<file path="src/rtl/bcd_pkg.sv">
// Shared definitions for the sequential BCD-to-binary converter:
// default sizing, FSM state encoding and the iteration-counter width.
package bcd_pkg;

  localparam int DIGITS_DEF = 4;
  localparam int BIN_W_DEF  = 14;

  typedef enum logic {
    IDLE  = 1'b0,
    SHIFT = 1'b1
  } state_t;

  // Counter covers 0 .. 4*digits-1; never narrower than one bit.
  function automatic int cnt_w(input int digits);
    return (4 * digits > 1) ? $clog2(4 * digits) : 1;
  endfunction

endpackage

</file>
<file path="src/rtl/bcd_digit_adjust.sv">
// One BCD nibble correction step of reverse double dabble:
// after a right shift, any nibble that reached 8 or more gets 3 taken off.
module bcd_digit_adjust (
  input  logic [3:0] nib,
  output logic [3:0] adj
);

  assign adj = (nib >= 4'd8) ? nib - 4'd3 : nib;

endmodule

</file>
<file path="src/rtl/bcd2bin_seq.sv">
// Sequential BCD-to-binary converter (reverse double dabble), en/rdy handshake.
// Optional invalid-digit checking is built when BCD2BIN_CHECK_EN is defined.
module bcd2bin_seq
  import bcd_pkg::*;
#(
  parameter int DIGITS = DIGITS_DEF,
  parameter int BIN_W  = BIN_W_DEF
) (
  input  logic                  clk,
  input  logic                  rst,
  input  logic                  en,
  input  logic [4*DIGITS-1:0]   bcd_d_in,
  output logic [BIN_W-1:0]      bin_d_out,
  output logic                  rdy,
  output logic                  err
);

  localparam int SH_W  = 4 * DIGITS;
  localparam int REG_W = 2 * SH_W;
  localparam int CW    = cnt_w(DIGITS);

  // The binary field is SH_W bits wide so that every bit shifted out of the
  // BCD field is kept; only its low BIN_W bits are reported.
  state_t           state;
  logic [CW-1:0]    cnt;
  logic [REG_W-1:0] sh;
  logic [REG_W-1:0] sh_shr;
  logic [REG_W-1:0] sh_next;
  logic             done;
  logic [BIN_W-1:0] result;

  assign sh_shr = sh >> 1;
  assign sh_next[SH_W-1:0] = sh_shr[SH_W-1:0];

  for (genvar g = 0; g < DIGITS; g++) begin : g_adj
    bcd_digit_adjust u_adj (
      .nib (sh_shr[SH_W + 4*g +: 4]),
      .adj (sh_next[SH_W + 4*g +: 4])
    );
  end

  assign done = (state == SHIFT) && (cnt == CW'(SH_W - 1));

`ifdef BCD2BIN_CHECK_EN
  function automatic logic has_bad_digit(input logic [SH_W-1:0] b);
    logic bad;
    bad = 1'b0;
    for (int i = 0; i < DIGITS; i++) begin
      if (b[4*i +: 4] > 4'd9) bad = 1'b1;
    end
    return bad;
  endfunction

  logic bad_q;
  logic err_q;

  always_ff @(posedge clk) begin
    if (rst) begin
      bad_q <= 1'b0;
      err_q <= 1'b0;
    end else begin
      if (state == IDLE && en) bad_q <= has_bad_digit(bcd_d_in);
      if (done)                err_q <= bad_q;
    end
  end

  assign result = bad_q ? '0 : BIN_W'(sh_next[SH_W-1:0]);
  assign err    = err_q;
`else
  assign result = BIN_W'(sh_next[SH_W-1:0]);
  assign err    = 1'b0;
`endif

  always_ff @(posedge clk) begin
    if (rst) begin
      state     <= IDLE;
      cnt       <= '0;
      sh        <= '0;
      bin_d_out <= '0;
      rdy       <= 1'b1;
    end else begin
      case (state)
        IDLE: begin
          if (en) begin
            sh    <= {bcd_d_in, {SH_W{1'b0}}};
            cnt   <= '0;
            rdy   <= 1'b0;
            state <= SHIFT;
          end
        end
        SHIFT: begin
          sh  <= sh_next;
          cnt <= cnt + CW'(1);
          if (done) begin
            bin_d_out <= result;
            rdy       <= 1'b1;
            state     <= IDLE;
          end
        end
        default: state <= IDLE;
      endcase
    end
  end

endmodule

</file>
<file path="config.mk">
export PLATFORM = sky130hd
export DESIGN_NAME = bcd2bin_seq
export DESIGN_NICKNAME = d
export VERILOG_FILES = /design/src/rtl/bcd_pkg.sv /design/src/rtl/bcd_digit_adjust.sv /design/src/rtl/bcd2bin_seq.sv
export SDC_FILE = /design/constraint.sdc
export NUM_CORES = 1
export LEC_CHECK = 0
export CAP_MARGIN = 10
export CORE_UTILIZATION = 48
export DETAILED_ROUTE_END_ITERATION = 8
export PLACE_DENSITY_LB_ADDON = 0.08
export SYNTH_ARGS = -nofsm -noshare
export SYNTH_HDL_FRONTEND = slang
export SYNTH_SLANG_ARGS = --single-unit
</file>
<file path="constraint.sdc">
create_clock -name clk -period 1.2 [get_ports clk]
set_input_delay 0.24 -clock clk [delete_from_list [all_inputs] [get_ports clk]]
set_output_delay 0.24 -clock clk [all_outputs]
set_load 0.005 [all_outputs]
</file>
Yosys cells after proc, flatten, opt, wreduce, memory -nomap -nowiden. Cells that the tools add are included. Widths: inputs -> output; s select.

$add $sub $neg: 5. Multipliers: 0. Divide/modulo/power cells: 0. Magnitude comparators: 4. Equal/unequal tests: 3. Shift-type cells: 0. Multiplexer cells: 14. Bitwise operators: 1. Reductions and logical operators: 3.

Operators by type and width (count): $pmux 32 s2 (1); $mux 32 (1); $mux 4 (5); $ge 4x4->1 const B (3); $sub 4x2->4 const B (3); $pmux 4 s2 (1); $add 4x1->4 const B (1); $eq 4x4->1 const B (1); $ge 3x4->1 const B (1); $mux 1 (4); $pmux 1 s2 (2); $reduce_and 2->1 (2); $sub 3x2->4 const B (1); $ne 2x1->1 const B (1); $ne 2x2->1 const B (1); $logic_and 1x1->1 (1); $not 1->1 (1).

Flip-flop bits (word level): 52. Bits in latches: 0. Memory bits (writable): 0. Bits in read-only memories: 0. Bits of input ports: 19. Output and inout bits: 16. Word-level logic and storage cells: 35. Memories kept: 0.

Logic depth before layout (Yosys ltp).
Word-level depth: 4. Gate-level depth with buffers: 6. Mapped depth without buffers: 4.

Modules after synthesis. From an unflattened synthesis, not the netlist that was laid out.

Cells, all modules: 275. Area, all modules: 2482.4 um^2.

By module, submodules not included: bcd2bin_seq (instances 1, cells each 231, area each 2177.1 um^2, seq. area each 1021.0 um^2); bcd_digit_adjust (instances 4, cells each 11, area each 76.3 um^2, seq. area each 0.0 um^2).

Least setup slack after synthesis. No wires, ideal clock.

Path type: register to register. Start: reg cnt[0]. End: reg rdy. Setup time: 0.120 ns. Arrival time: 1.121 ns. Required time: 1.080 ns. Slack: -0.040 ns. Cell stages (with the launch flop): 5. Buffers on the path: 1. Period minus slack after synthesis: 1.240 ns. Cell sequence: dfxtp_1 ha_1 and4_1 buf_4 a211o_1.

Cells in the longest elaborated chain, start to end: 4.

Ends and longest elaborated chain: start: declaration (line bcd2bin_seq.sv:25) `logic [CW-1:0] cnt;`; start signal: assignment (line bcd2bin_seq.sv:93) `cnt <= cnt + CW'(1);`; $eq 4x4->1 (line bcd2bin_seq.sv:42) `assign done = (state == SHIFT) && (cnt == CW'(SH_W - 1));`; $logic_and 1x1->1 (line bcd2bin_seq.sv:42); $ne 2x1->1 (no source line); $reduce_and 2->1 (no source line); end signal: assignment (line bcd2bin_seq.sv:80) `rdy <= 1'b1;`; end signal: assignment (line bcd2bin_seq.sv:87) `rdy <= 1'b0;`; end signal: assignment (line bcd2bin_seq.sv:96) `rdy <= 1'b1;`; end: declaration (line bcd2bin_seq.sv:14) `output logic rdy,`.

Every way passes these cells. A chain may end at the register's enable or synchronous reset.

Worst setup path after layout.
Start: reg cnt[0]. End: reg bin_d_out[9].

Cells in the longest elaborated chain, start to end: 3.

Ends and longest elaborated chain: $eq 4x4->1 (line bcd2bin_seq.sv:42); $logic_and 1x1->1 (line bcd2bin_seq.sv:42); $reduce_and 2->1 (no source line); end signal: assignment (line bcd2bin_seq.sv:95) `bin_d_out <= result;`; end: declaration (line bcd2bin_seq.sv:13) `output logic [BIN_W-1:0] bin_d_out,`.

Every way passes these cells.

==> run metrics <==
CTS buffer count=5; most frequent cell after synthesis=dfxtp_1; antenna violations before repair=0; critical path capture point type=flop; CTS Hold Buffers Added=0; DP HPWL=2.939 mm; final design utilization=67.42%; Final Wtd Congestion=0.7330; multiplexer share of the synthesized area=6.240%; synth warn=0; CTS tree=yes; # rows=24; Final Skew=0.006518 ns; Post-synth top flop=dfxtp_1; top post-synthesis cells by count=51 x dfxtp_1, 35 x a21oi_1, 32 x nand2_1; Slowest cell on crit path=dfxtp_2; max-slew violations=0; CP Launch Type=flop; LEAKAGE=1.169 nW; total gr overflow=0; DR pass1 iterations=6; Synth Net Count=284; layout cells sized above 1=19.67%; Die W=71.31 microns; Total Routing Usage GR=18.58%; post-layout min period=1.143 ns; Remaining DRCs=3; mean post-synth cell area=8.938 sq um; Fin. Hold Viols=0; placed cells=341; Area growth syn-to-layout=30.82%; failing checks=DRC; Synth Area in XOR/XNOR=2.279%; H-Tree Depth=2; die span in y=71.31 microns; slowest stage delay, CP=0.37 ns; fin crit share=95.24%; Tot Pwr=3.637 mW; final wirelength=4.374 mm; post-synthesis sequential area ratio=44.28%; Hold Crit Class=input pin to flop; Worst EP arrival=1.37 ns; CTS clock-pin slew for the worst setup and hold paths=0.09 ns; final setup fails=0; Via Count=1,867; vias in the first global route=1,727; port bufs=33; post-synthesis instance area=0.002306 sq mm; Max clock buf depth=2; CORE AREA=0.004474 sq mm; Worst VDD drop=0.7714 mV; Req. time, crit path=1.43 ns; post-synthesis adder-cell area fraction=3.798%; Synth Register Bits=51; setup tns final=0 ns; I/O pins=35; Mapped Cells=258; Max Clk Rate=875.0 MHz; Synth Area in Compound Gates=16.22%; max-cap viol count=0; post-synth cell types=28; Post-synth EDFFs=0; largest area contributor in the netlist=dfxtp_1; Antenna Cells=0; async set or reset register ratio after synthesis=0%; Starting Density=51.54%; kind of critical path=flop to flop; largest net degree at the start of global routing=28; Die Area=0.005085 sq mm; worst path cell trace=ha_4, and4_4, buf_12, nand2_1, a21oi_1; Antenna Violating Nets Remaining=0; RSZ-0062 raised after global routing=true; status=finished, violations left; Layout Cells excl Fill=352; post-place setup slack=-0.3765 ns; root buffer cell=clkbuf_8; Critical Path Fanout Max=13; Skew-Pair Late Insertion Delay=0.30 ns; 1st-iter DRT viols=67; share of Yosys cell area claimed by the top area cell type=44.28%; first-pass GRT wire length=7.576 mm; drt via density=5.304; clock sinks=51; Pwr Density=1206 mW/mm^2; Post-Synth Simple-Gate Area=19.80%; largest family of logic cells by synthesized area=simple AND/OR/NAND/NOR gates; Setup WS post-layout=0.05714 ns; synth top area cells=dfxtp_1 44%, a21oi_1 7.6%, a211oi_1 5.2%, nand2_1 5.2%, nor3b_1 5.2%; nets=325; DR WL/cell=12.43 microns
## routing by layer
metal | global-route usage [%] | vias up | share of wire [%]
li1 | - | 966 | -
met1 | 23.53 | 877 | 49
met2 | 31.96 | 19 | 48
met3 | 3.516 | 5 | 2.2
met4 | 6.000 | 0 | 1.0
met5 | 0 | - | 0
## cell families (layout without fill, tap and decap cells)
group                    count (synthesis)  after routing
AND/OR/NAND/NOR                         92             92
XOR/XNOR                                 6              6
flip-flops                              51             51
multiplexers                            14             14
buffers and inverters                   28             70
other                                    1              1
adder cells (fa/ha/maj)                  7              7
AO/OA/AOI/OAI                           59             59
## metrics by stage
step	hold slack [ns]	area (sq um)
after detailed placement	0.4490	2803
after global placement	0.4444	2803
after floorplan	0.4270	2308
final	0.2804	3017
after global routing	0.3026	3017
after CTS	0.2750	3000
## registers in the layout, indices dropped and copies added, names as in the netlist
register,cells
sh,31
state,1
rdy,1
bin_d_out,14
cnt,4
## area by class of cell
type                       count  area, sq um
clock buffer                   6        72.57
clock inverter                 2        60.06
fill                         368         1458
inverter                       7        26.28
multi-input combinational    179         1152
sequential                    51         1045
tap                           52        65.06
timing repair buffer          55        595.6
## cells in the final DEF, fill, tap and decap left out, types with 2 or more instances in the layout
master,netlist,routed
dfxtp_1,51,34
mux2i_1,11,11
a21oi_2,0,3
clkbuf_8,0,5
o22a_1,3,3
dfxtp_2,0,16
nor2b_1,11,11
bufinv_16,0,2
xnor2_1,6,6
a211oi_2,3,3
inv_1,7,7
nor3_1,2,2
mux2_2,3,3
dlygate4sd2_1,0,16
nor2_1,24,23
nand3_1,2,2
nor3b_1,16,16
buf_4,5,13
a21oi_1,35,32
clkdlybuf4s50_1,0,16
ha_1,7,6
buf_12,0,8
a211oi_1,16,16
nand2_1,32,32
## what timing repair did
item | in CTS | in global routing
cloned | 1 | 0
gates resized for setup | 35 | 6
buffers inserted | 2 | 0
endpoints found under the setup margin | 43 | 9
pin swaps | 1 | 2
## report_power, final
part | leakage [nW] | switching, mW | total (mW) | internal [mW]
combinational | 0.682 | 0.194 | 0.451 | 0.257
clock | 0.0654 | 0.553 | 1.39 | 0.833
sequential | 0.422 | 0.0546 | 1.80 | 1.74
## critical path, delay by kind of cell, from the launching register on
kind / cells / cell delay (ns)
flip-flops: 1 / 0.37
adder cells (fa/ha/maj): 1 / 0.15
AND/OR/NAND/NOR: 2 / 0.30
buffers and inverters: 1 / 0.14
AO/OA/AOI/OAI: 1 / 0.12
## worst paths after layout
| path | start | to | slack, ns | depth (start not counted) |
|---|---|---|---|---|
| max | cnt[0] | bin_d_out[9] | 0.06 | 5 |
| min | rst | sh[6] | 0.28 | 2 |
| min reg2reg | rdy | rdy | 0.45 | 1 |
| max reg2reg | cnt[0] | bin_d_out[9] | 0.06 | 5 |
(Power assumes the default switching activity.)
==> RTL edit 1 (same flow settings) <==
The option `BCD2BIN_CHECK_EN` is turned on by a define.
--- a/src/rtl/bcd2bin_seq.sv
+++ b/src/rtl/bcd2bin_seq.sv
@@ -2,2 +2,4 @@
 // Optional invalid-digit checking is built when BCD2BIN_CHECK_EN is defined.
+`define BCD2BIN_CHECK_EN
+
 module bcd2bin_seq
Behaviour: same outputs for any inputs over 10 cycles, from zero or initial values and one cycle with rst high; that may be too few to reach the edited logic, so the function may still have changed.
==> RTL edit 1 against the original RTL <==
- the flow finishes with violations (negative setup slack)
- setup slack worse by 0.13 ns
- non-clock buffer count is 15 higher
- utilization grew 2.6 points
- wire length grew 15%
- cell area increased by 13%
- combinational power rose by 8.0%
- sequential share of layout area is 2.6 points lower
- sequential cell count grew 2
- synthesized area grew 7.6%
- power is 1.3% lower
- critical endpoint is now bin_d_out[5]
- largest power group unchanged
==> RTL edit 1: results (changes against the original RTL) <==
Post-synth top cells = dfxtp_1 (53), a21oi_1 (30), nor2_1 (26), a211oi_1 (20), nand2_1 (20)
Largest net degree at the start of global routing = 53 (+89%)
Static leakage = 1.42 nW (+21%)
Drt pass-1 iters = 4 (-2)
Run status = finished with violations
Initial antenna violation count = 0 (unchanged)
Post-route setup TNS = -0.877 ns (-0.877 ns)
Worst slack at placement = -0.361 ns (+0.0156 ns)
Post-Synth Adder-Cell Area = 3.53% (-0.27 points)
Worst Path Max Fanout = 7 (-6)
Sequential-to-total area share from yosys stat = 42.8% (-1.5 points)
Violated checks = negative setup slack
Top delay family on crit path = buffers and inverters
Routed len/inst = 12.7 µm (+2.5%)
Reg clk slew, reported paths = 0.09 ns (about the same)
Compound-gate portion of the synthesized area = 17.0% (+0.77 points)
Post-synthesis mux area share = 5.80% (-0.44 points)
RD Place Congestion = 0.752 (+2.6%)
Library cells used by synthesis = 29 (+3.6%)
Final Setup Violations = 15 (+15)
Non-filler cells, final = 395 (+12%)
DP Wirelength = 3070 µm (+4.4%)
Synth Area in XOR/XNOR = 2.47% (+0.19 points)
First-pass GRT wire length = 8250 µm (+8.8%)
Placed insts = 378 (+11%)
Synth area leaders = dfxtp_1 (43%), a211oi_1 (6.1%), a21oi_1 (6.1%)
DR iter-0 viols = 82 (+22%)
Post-CTS setup buffers = 7 (+5)
Post-CTS sizing = 39 (+11%)
Share of layout cells above drive strength 1 = 31.4% (+12 points)
Post-route clock skew = 0.00948 ns (+0.00297 ns)
M3 GR Usage = 4.12% (+0.60 points)
Mean Syn Cell Area = 9.12 µm² (+2.1%)
Syn nets = 298 (+4.9%)
GRT Overall Usage = 19.7% (+1.1 points)
Met2 usage = 35.8% (+3.8 points)
Worst setup margin = -0.0758 ns (-0.133 ns)
PortBufs = 34 (+3.0%)
Nets = 353 (+8.6%)
Vias/cell = 5.24 (-1.2%)
Maximum VDD drop = 0.774 mV (+0.38%)
Number of global-route vias before repair = 1877 (+8.7%)
Async S/R FF share, synth = 0% (unchanged)
RTL edit 1: where the power goes:
part / switching (mW) / internal [mW]
clock network: 0.546 / 0.680
registers: 0.0614 / 1.82
logic: 0.212 / 0.275
total: 0.819 / 2.77
RTL edit 1: final cells by class:
type	instances	area [µm²]	share of cell area (%)
multi-input cells	189	1390	41.0
flip-flops and latches	53	1090	32.0
repair buffers	70	687	20.2
clock buffers	7	86.3	2.54
well taps	67	83.8	2.47
clock inverters	1	30.0	0.884
inverters	8	30.0	0.884
RTL edit 1: per-layer routing:
layer	part of all wire [%]	routed length [µm]
met2	52	2630
met5	0	0
met1	44	2220
met3	2.8	143
met4	0.83	42
RTL edit 1: final timing paths:
kind | start | end | slack (ns) | cells after the start
worst max-delay path | cnt[0] | bin_d_out[5] | -0.08 | 7
worst min-delay path | rst | rdy | 0.16 | 3
worst max register to register | cnt[0] | bin_d_out[5] | -0.08 | 7
worst min register to register | err | err | 0.45 | 2
==> RTL edit 2 (same settings) <==
Without the edit above. The package constant `BIN_W_DEF` goes from 14 to 7.
--- a/src/rtl/bcd_pkg.sv
+++ b/src/rtl/bcd_pkg.sv
@@ -5,3 +5,3 @@
   localparam int DIGITS_DEF = 4;
-  localparam int BIN_W_DEF  = 14;
+  localparam int BIN_W_DEF  = 7;
 
Interface: changed (resized bin_d_out); port bits go from 35 to 28. The function was not compared with the original's and may differ.
==> RTL edit 2 against the original RTL <==
- maximum frequency fell by 1.3%
- wire length fell by 11%
- cell area fell by 16%
- setup slack got worse by 0.015 ns
- synthesized cell count fell by 10%
- first-iteration DRC count fell by 52%
- critical path depth fell by 2
- sequential cell count fell by 7
- largest power group unchanged
- power fell by 22%
- cell count fell by 12%
- synthesized area fell by 6.4%
- clock power fell by 38%
==> RTL edit 2: results (changes against the original RTL) <==
PortBufs = 26 (-21%)
Hold endpoint = rdy
Post-CTS setup buffers = 1 (-1)
Worst hold stages = 3 (+1)
Slowest CP cell = dfxtp_1
Post-route clock skew = 0.00857 ns (+0.00206 ns)
Placed insts = 301 (-12%)
Syn nets = 258 (-9.2%)
Cells after Synth = 232 (-10%)
Nets = 284 (-13%)
Static leakage = 1.03 nW (-12%)
Clk pwr share = 30.5% (-7.6 points)
Share of layout cells above drive strength 1 = 19.8% (+0.10 points)
M3 GR Usage = 4.09% (+0.58 points)
Pwr/cell area = 1120 nW/µm² (-7.1%)
Reg2reg setup slack = 0.04 ns (-0.02 ns)
Post-synth top cells = dfxtp_1 (44), a21oi_1 (32), nand2_1 (26), nor2_1 (22), nor3b_2 (10)
DR WL met2 = 1800 µm (-14%)
Non-filler cells, final = 310 (-12%)
Drt pass-1 iters = 4 (-2)
Worst Path Max Fanout = 4 (-9)
Met1 Use GR = 21.8% (-1.7 points)
Largest registers = sh (31), bin_d_out (7), cnt (4)
Maximum VDD drop = 0.580 mV (-25%)
Wl on met1 = 1900 µm (-11%)
Number of global-route vias before repair = 1492 (-14%)
RD Place Congestion = 0.694 (-5.3%)
Run status = finished clean
Library cells used by synthesis = 34 (+21%)
First-pass GRT wire length = 6660 µm (-12%)
Synth area leaders = dfxtp_1 (41%), a21oi_1 (7.4%), nor3b_2 (5.8%)
Critical path endpoint = rdy
GRT Overall Usage = 17.1% (-1.5 points)
Sequential-to-total area share from yosys stat = 40.8% (-3.5 points)
Routed len/inst = 12.5 µm (+0.70%)
[RTL edit 2: changes by cell type after synthesis, moves of 4 or more]
cell      before  now
nor3b_2        0   10
a211oi_1      16    6
nor3b_1       16    8
o211a_1        0    6
nand2_1       32   26
xor2_1         0    4
dfxtp_1       51   44
nor2b_1       11    2
buf_2          4    8
clkbuf_1       7    3
[RTL edit 2: cells by family (layout without fill, tap and decap cells)]
| logic type | count (synthesis) | after routing | synth area share, % |
|---|---|---|---|
| AOI/OAI and AO/OA | 56 | 56 | 17.8 |
| buffers and inverters | 28 | 53 | 8.46 |
| other | 1 | 1 | 0.174 |
| muxes | 12 | 12 | 5.74 |
| and+or+nand+nor | 77 | 78 | 20.1 |
| xor gates and xnor gates | 7 | 7 | 2.84 |
| DFF | 44 | 44 | 40.8 |
| adders and majority gates | 7 | 7 | 4.06 |
[RTL edit 2: metrics by stage]
stage / util, % / cell area [µm²] / worst slack, ns / hold WS, ns / setup TNS (ns)
finish: 58.6 / 2530 / 0.0420 / 0.400 / 0
global route: 58.6 / 2530 / 0.0105 / 0.406 / 0
CTS: 58.0 / 2510 / 0.0180 / 0.395 / 0
detailed placement: 56.1 / 2420 / -0.0350 / 0.442 / -0.330
global placement: 56.1 / 2420 / -0.0128 / 0.437 / -0.112
floorplan: - / 2160 / 0.0175 / 0.426 / 0
[RTL edit 2: layout make-up]
class / instances / area [µm²] / area share (%)
multi-input combinational: 161 / 1120 / 44.1
sequential: 44 / 895 / 35.3
timing repair buffer: 38 / 348 / 13.7
clock buffer: 6 / 72.6 / 2.87
tap: 52 / 65.1 / 2.57
inverter: 8 / 30.0 / 1.19
clock inverter: 1 / 5.00 / 0.198
